**src/rtl/seven_segment_scan_controller.sv**
```systemverilog
// seven_segment_scan_controller: scans a double-buffered BCD value across common-anode digits,
// with a blank gap before each digit and optional leading-zero suppression.
module seven_segment_scan_controller #(
  parameter int NUM_DIGITS   = 4,
  parameter int REFRESH_DIV  = 50000,
  parameter int BLANK_CYCLES = 500
) (
  input  logic                    clk,
  input  logic                    rst_n,
  input  logic                    enable_i,
  input  logic                    lz_blank_i,
  input  logic                    load_valid_i,
  input  logic [4*NUM_DIGITS-1:0] load_data_i,
  output logic                    load_ready_o,
  output logic [3:0]              digit_code_o,
  output logic [NUM_DIGITS-1:0]   digit_sel_o,
  output logic                    frame_tick_o
);
  localparam int IW = $clog2(NUM_DIGITS);
  localparam int CW = $clog2(REFRESH_DIV);
  localparam logic [IW-1:0] LAST      = IW'(NUM_DIGITS - 1);
  localparam logic [CW-1:0] SLOT_END  = CW'(REFRESH_DIV - 1);
  localparam logic [CW-1:0] BLANK_END = CW'(BLANK_CYCLES - 1);
  typedef enum logic [1:0] {IDLE, BLANK, SHOW} state_e;
  state_e                  state_q, state_d;
  logic [IW-1:0]           idx_q, idx_d;
  logic [CW-1:0]           cnt_q, cnt_d;
  logic [4*NUM_DIGITS-1:0] active_q, shadow_q;
  logic                    pending_q, ready_q, tick_q;
  logic [3:0]              code_q, eff, cur_digit;
  logic [NUM_DIGITS-1:0]   sel_q;
  logic                    frame_end, commit, accept, z, cur_zero;
  always_comb begin
    state_d = state_q;
    idx_d   = idx_q;
    cnt_d   = cnt_q + 1'b1;
    if (!enable_i) begin
      state_d = IDLE;
      idx_d   = '0;
      cnt_d   = '0;
    end else if (state_q == IDLE) begin
      state_d = BLANK;
      idx_d   = '0;
      cnt_d   = '0;
    end else if (state_q == BLANK && cnt_q == BLANK_END) begin
      state_d = SHOW;
    end else if (state_q == SHOW && cnt_q == SLOT_END) begin
      state_d = BLANK;
      cnt_d   = '0;
      idx_d   = idx_q == LAST ? '0 : idx_q + 1'b1;
    end
  end
  // z tracks "this digit and every digit above it are zero", scanning from the top down
  always_comb begin
    z         = 1'b1;
    cur_zero  = 1'b0;
    cur_digit = '0;
    for (int i = NUM_DIGITS - 1; i >= 0; i--) begin
      z = z && active_q[4*i+:4] == 4'd0;
      if (idx_d == IW'(i)) begin
        cur_digit = active_q[4*i+:4];
        cur_zero  = z;
      end
    end
    eff = lz_blank_i && idx_d != '0 && cur_zero ? 4'hF : cur_digit;
  end
  assign frame_end = state_q == SHOW && idx_q == LAST && cnt_q == SLOT_END && enable_i;
  assign commit    = frame_end || (state_q == IDLE && pending_q);
  assign accept    = load_valid_i && ready_q;
  always_ff @(posedge clk) begin
    if (!rst_n) begin
      state_q   <= IDLE;
      idx_q     <= '0;
      cnt_q     <= '0;
      active_q  <= '0;
      shadow_q  <= '0;
      pending_q <= 1'b0;
      ready_q   <= 1'b1;
      tick_q    <= 1'b0;
      code_q    <= 4'hF;
      sel_q     <= '1;
    end else begin
      state_q   <= state_d;
      idx_q     <= idx_d;
      cnt_q     <= cnt_d;
      sel_q     <= state_d == SHOW ? ~(NUM_DIGITS'(1) << idx_d) : '1;
      code_q    <= state_d == SHOW ? eff : 4'hF;
      tick_q    <= state_d == SHOW && idx_d == LAST && cnt_d == SLOT_END;
      if (accept) shadow_q <= load_data_i;
      if (commit) active_q <= shadow_q;
      pending_q <= accept || (pending_q && !commit);
      ready_q   <= !(accept || (pending_q && !commit));
    end
  end
  assign load_ready_o = ready_q;
  assign digit_code_o = code_q;
  assign digit_sel_o  = sel_q;
  assign frame_tick_o = tick_q;
endmodule

```
**config.mk**
```make
export PLATFORM = sky130hd
export DESIGN_NAME = seven_segment_scan_controller
export DESIGN_NICKNAME = d
export VERILOG_FILES = /design/src/rtl/seven_segment_scan_controller.sv
export SDC_FILE = /design/constraint.sdc
export NUM_CORES = 1
export LEC_CHECK = 0
export CORE_AREA = 2 2 88 90
export DETAILED_ROUTE_END_ITERATION = 8
export DIE_AREA = 0 0 90 92
export PLACE_DENSITY_LB_ADDON = 0.1
export REMOVE_ABC_BUFFERS = 1
export SKIP_CTS_REPAIR_TIMING = 1
export SLEW_MARGIN = 25
export SYNTH_ARGS = -nofsm -noshare
export SYNTH_HDL_FRONTEND = slang
export SYNTH_SLANG_ARGS = --single-unit
```
**constraint.sdc**
```tcl
create_clock -name clk -period 5.05 [get_ports clk]
set_input_delay 1.515 -clock clk [delete_from_list [all_inputs] [get_ports clk]]
set_output_delay 1.515 -clock clk [all_outputs]
set_load 0.05 [all_outputs]
```
======== Word level (Yosys, flattened, before mapping) ========
Cells that the tools add are included.
word-level totals
  register bits after elaboration ......... 63
  latch bits .............................. 0
  RAM bits ................................ 0
  ROM bits ................................ 0
  input bits .............................. 21
  output and inout port bits .............. 10
  word-level logic and storage cells ...... 75
  memories ................................ 0
cells by class
  $add $sub $neg .......................... 2
  multiply operators ...................... 0
  div/mod/pow operators ................... 0
  $lt $le $gt $ge ......................... 0
  equality and inequality tests ........... 10
  shift operators ......................... 1
  muxes and demuxes ....................... 21
  bitwise operators ....................... 3
  reductions and logical operators ........ 28
operator list
  cell                     number
  $mux W16                 4
  $eq A16 B16 Y1 const B   2
  $mux W2                  9
  $add A16 B1 Y16 const B  1
  $eq A16 B9 Y1 const B    1
  $logic_not A4 Y1         4
  $mux W4                  4
  $logic_and A1 B1 Y1      15
  $eq A2 B2 Y1 const B     5
  $eq A2 B1 Y1 const B     2
  $logic_not A2 Y1         2
  $mux W1                  4
  $not A4 Y4               1
  $shl A1 B2 Y4 const A    1
  $reduce_or A3 Y1         1
  $add A2 B1 Y2 const B    1
  $logic_not A1 Y1         2
  $logic_or A1 B1 Y1       2
  $not A1 Y1               2
  $reduce_and A2 Y1        1
  $reduce_bool A2 Y1       1

======== Logic depth before layout (Yosys ltp) ========
  word-level depth ........................ 13
  depth in mapped cells ................... 9

======== Worst setup path after synthesis ========
Ideal clock, no wire load.
  path kind ............................... input port to flip-flop
  from .................................... in enable_i
  to ...................................... reg tick_q, in the netlist frame_tick_o
  library setup time ...................... 0.092 ns
  data arrival time ....................... 2.746 ns
  required time ........................... 4.958 ns
  path slack .............................. 2.212 ns
  stages .................................. 8
  buffers on the path ..................... 2
  path through ............................ o21a_1 nand4_1 or2_2 clkbuf_1 nand2_1 buf_4 nand3_2 nor4_1
between the ends
  cells in the longest elaborated chain, start to end .. 4
  elaborated cells on any way between the ends .. 8
  those cells by class .................... 3 x eq/ne; 3 x mux; 2 x reduce/logical
RTL lines
  element                                                           RTL line  source
  start: declaration                                                10        input logic enable_i,
  parallel branches: the longest is 3 deep, another holds $mux W16  -
  $logic_and A1 B1 Y1 (*)                                           88        tick_q <= state_d == SHOW && idx_d == LAST && cnt_d == SLOT_END;
  end signal: assignment                                            79        tick_q <= 1'b0;
  end signal: assignment                                            88
  end: declaration                                                  29        logic pending_q, ready_q, tick_q;
Mark *: on every way between the ends.
A chain may end at the register's enable or synchronous reset.

======== Final worst setup path ========
Same ends and word-level chain as after synthesis.

==> flow_summary_export.csv <==
group,metric,value,unit
timing,slew_headroom,49.3,%
power_and_ir_drop,p_sw_share,22.8,%
yosys,synth_flop_cell,"dfxtp_1",
power_and_ir_drop,cell_internal_pwr,818,uW
finish,instances_no_fill,450,
timing,min_period_over_period,65.0,%
die,initial_core_util,38.2,%
timing,finalCriticalPeriod,3.28,ns
finish,drive_gt1_share,6.90,%
timing,grt_setup_unrepaired,"false",
yosys,synth_cell_types,46,
timing,worst_pin_slew,0.759,ns
place,dpl.cell_count,434,
drt,initialDrtViolationCount,92,
flow_run,drv_cap,0,
finish,diodes,0,
clock_tree,clk_pin_slew,0.07,ns
power_and_ir_drop,irDropWorstVdd,0.126,mV
critical_path,timing.rr.end,"active_q[2]$_SDFFE_PN0P_",
clock_tree,h-tree-depth,3,
clock_tree,cts.root.buffer_cell,"clkbuf_8",
clock_tree,numCtsBuffers,9,
timing,fin_hold_ws,0.466,ns
timing,hold_viol,0,
global_routing,track_usage,15.6,%
clock_tree,cts_tree,"built",
global_routing,antenna_found_initial,0,
place,place.detailed.hpwl,4.22,mm
drt,vias_per_cell,4.99,
finish,final_util,45.8,%
critical_path,slowest_stage,"clkdlybuf4s50_1",
global_routing,grt_pass1_vias,2074,
run_status,outcome,"finished clean",
drt,firstDrtPassIters,4,
drt,wire_per_inst,13.4,microns
min_path,hold_end,"shadow_q[6]$_SDFFE_PN0P_",
critical_path,r2r_setup_slack,2.40,ns
die,die-width,90,microns
timing,max_freq,305,MHz
yosys,synth_compound_area_share,13.6,%
drt,ant_nets,0,
critical_path,worstSetupEndpointType,"flip-flop",
yosys,ys_seq_elements,63,
yosys,synthCells,316,
yosys,post_synth_xor_area_fraction,5.23,%
critical_path,crit_chain,"clkdlybuf4s50_1, o21a_1, nand4_1, or2_2, nand2_1, nand3_2, nor4_1",
power_and_ir_drop,power_density,311,nW/um^2
place,finalWeightedCongestion,0.774,
yosys,ys_seq_area_share,44.3,%
finish,final_nets,366,
die,core,7450,sq um
timing,drv_slew,0,
power_and_ir_drop,pwr-share-clk,44.7,%
critical_path,cp.arrival,3.53,ns
critical_path,worstSetupPathType,"in -> reg",
power_and_ir_drop,p_leak,1.18,nW
yosys,avgSynthCellArea,9.01,sq um
min_path,min_path_type,"reg -> reg",
global_routing,grt_max_degree,40,
die,row_count,32,
clock_tree,clock-sinks,63,
timing,final.setup.tns,0,ns
finish,final_cell_mix,"dfxtp_1, nand2_1, clkdlybuf4s50_1, nor2_1, nor2b_1",
drt,num_vias,2247,
place,port_buffers,30,
finish,fillers,769,
power_and_ir_drop,comb_power_share,6.4,%
yosys,syn-cell-area,2850,sq um
min_path,min_path_cells,2,
yosys,synth-simple-area-share,26.9,%
die,die_area,8280,sq um
clock_tree,clockBufferDepth,2,
die,ios,31,
global_routing,grt_overflow,0,
global_routing,grt_pass1_wl,10.2,mm
timing,fin_skew,0.00830,ns
drt,drc_errors,0,
drt,wl,6.04,mm
power_and_ir_drop,p_switching,241,uW
finish,layout_commonest_cell,"dfxtp_1",
yosys,synth_top_family_by_area,"simple AND/OR/NAND/NOR gates",
yosys,synthMuxAreaShare,5.62,%
yosys,synth_warnings,0,
yosys,synth-edff-count,0,
critical_path,crit_fanout,12,
power_and_ir_drop,p_seq_share,48.9,%
die,die_height,92,microns
min_path,min-delay-start,"shadow_q[6]$_SDFFE_PN0P_",
critical_path,worstRegToRegCells,7,
power_and_ir_drop,p_total,1.06,mW
critical_path,start_kind,"input port",
yosys,async_reset_ff_share,0,%
timing,setup_viol,0,
clock_tree,clock_latency,0.34,ns
critical_path,r2r-start,"cnt_q[0]$_SDFF_PN0_",
critical_path,critPathMaxStageDelay,0.51,ns
yosys,synth_adder_area_share,0.879,%
finish,syn_to_final_growth,19.7,%
critical_path,critical_path_required,5.30,ns
power groups by stage:
stage	Sequential (mW)	Combinational, mW	Clock [mW]
final	0.518	0.0677	0.474
after detailed placement	0.530	0.0684	0
after global placement	0.530	0.0679	0
after CTS	0.518	0.0688	0.485
after global routing	0.519	0.0762	0.509
after floorplan	0.529	0.0363	0
sequential cells by signal, indices dropped and copies added, names as in the netlist:
signal,count
cnt_q,16
active_q,16
shadow_q,16
pending_q,1
state_q,2
load_ready_o,1
idx_q,2
frame_tick_o,1
digit_sel_o,4
digit_code_o,4
critical path, delay by kind of cell:
family	cells	cell delay, ns
simple gates	5	1.27
buf+inv	1	0.51
compound gates	1	0.24
Yosys cell counts (all sizes together) (3+ instances only):
| cell type | instances | share of area (%) |
|---|---|---|
| inv | 4 | 0.53 |
| mux2i | 16 | 5.6 |
| a221oi | 8 | 2.5 |
| and3 | 7 | 1.5 |
| nor2 | 20 | 2.6 |
| nor4 | 11 | 2.4 |
| clkbuf | 11 | 1.4 |
| a21boi | 16 | 4.2 |
| nor2b | 19 | 4.2 |
| o21a | 4 | 1.1 |
| a21oi | 4 | 1.1 |
| xnor2 | 11 | 3.4 |
| nand4 | 6 | 1.5 |
| dfxtp | 63 | 44 |
| o21ai | 11 | 2.1 |
| nand3 | 10 | 1.9 |
| nand2 | 47 | 6.2 |
| nand2b | 3 | 0.66 |
| buf | 4 | 1.5 |
| xor2 | 6 | 1.8 |
| and2 | 12 | 2.6 |
how the worst max path moves through the flow:
stage	cells after the start	slack, ns	start	to
floorplan	5	2.25	enable_i	pending_q$_SDFF_PN0_
global placement	7	1.43	enable_i	frame_tick_o$_SDFF_PN0_
detailed placement	7	1.44	enable_i	frame_tick_o$_SDFF_PN0_
CTS	7	1.79	enable_i	frame_tick_o$_SDFF_PN0_
global route	7	1.60	enable_i	frame_tick_o$_SDFF_PN0_
finish	7	1.77	enable_i	frame_tick_o$_SDFF_PN0_
through the flow:
step           area, sq um  worst slack (ns)
3_3_place_gp          3200              1.43
5_1_grt               3410              1.60
4_1_cts               3410              1.79
3_5_place_dp          3200              1.44
2_1_floorplan         2760              2.25
6_report              3410              1.77
logic make-up after synthesis:
kind of cell / Yosys count
AND/OR/NAND/NOR: 146
flip-flops: 63
AO/OA/AOI/OAI: 53
buffers and inverters: 19
XOR/XNOR: 17
multiplexers: 16
adder cells (fa/ha/maj): 2
routing by layer:
layer  up-vias  global-route usage (%)  wire length [microns]
met3         6                    5.01                    241
met4         0                    5.00                     74
met2        36                    22.7                   2480
met1      1036                    21.8                   3240
met5         -                       0                      0
li1       1169                       -                      -
final cells by class:
| class | count | area, sq um | share of cell area, % |
|---|---|---|---|
| clock inverter | 7 | 87.6 | 2.57 |
| inverter | 4 | 15.0 | 0.440 |
| sequential | 63 | 1260 | 37.0 |
| timing repair buffer | 31 | 308 | 9.03 |
| clock buffer | 9 | 124 | 3.63 |
| multi-input combinational | 234 | 1490 | 43.6 |
| tap | 102 | 128 | 3.74 |
Note: power is estimated with default switching activity, not from simulation.
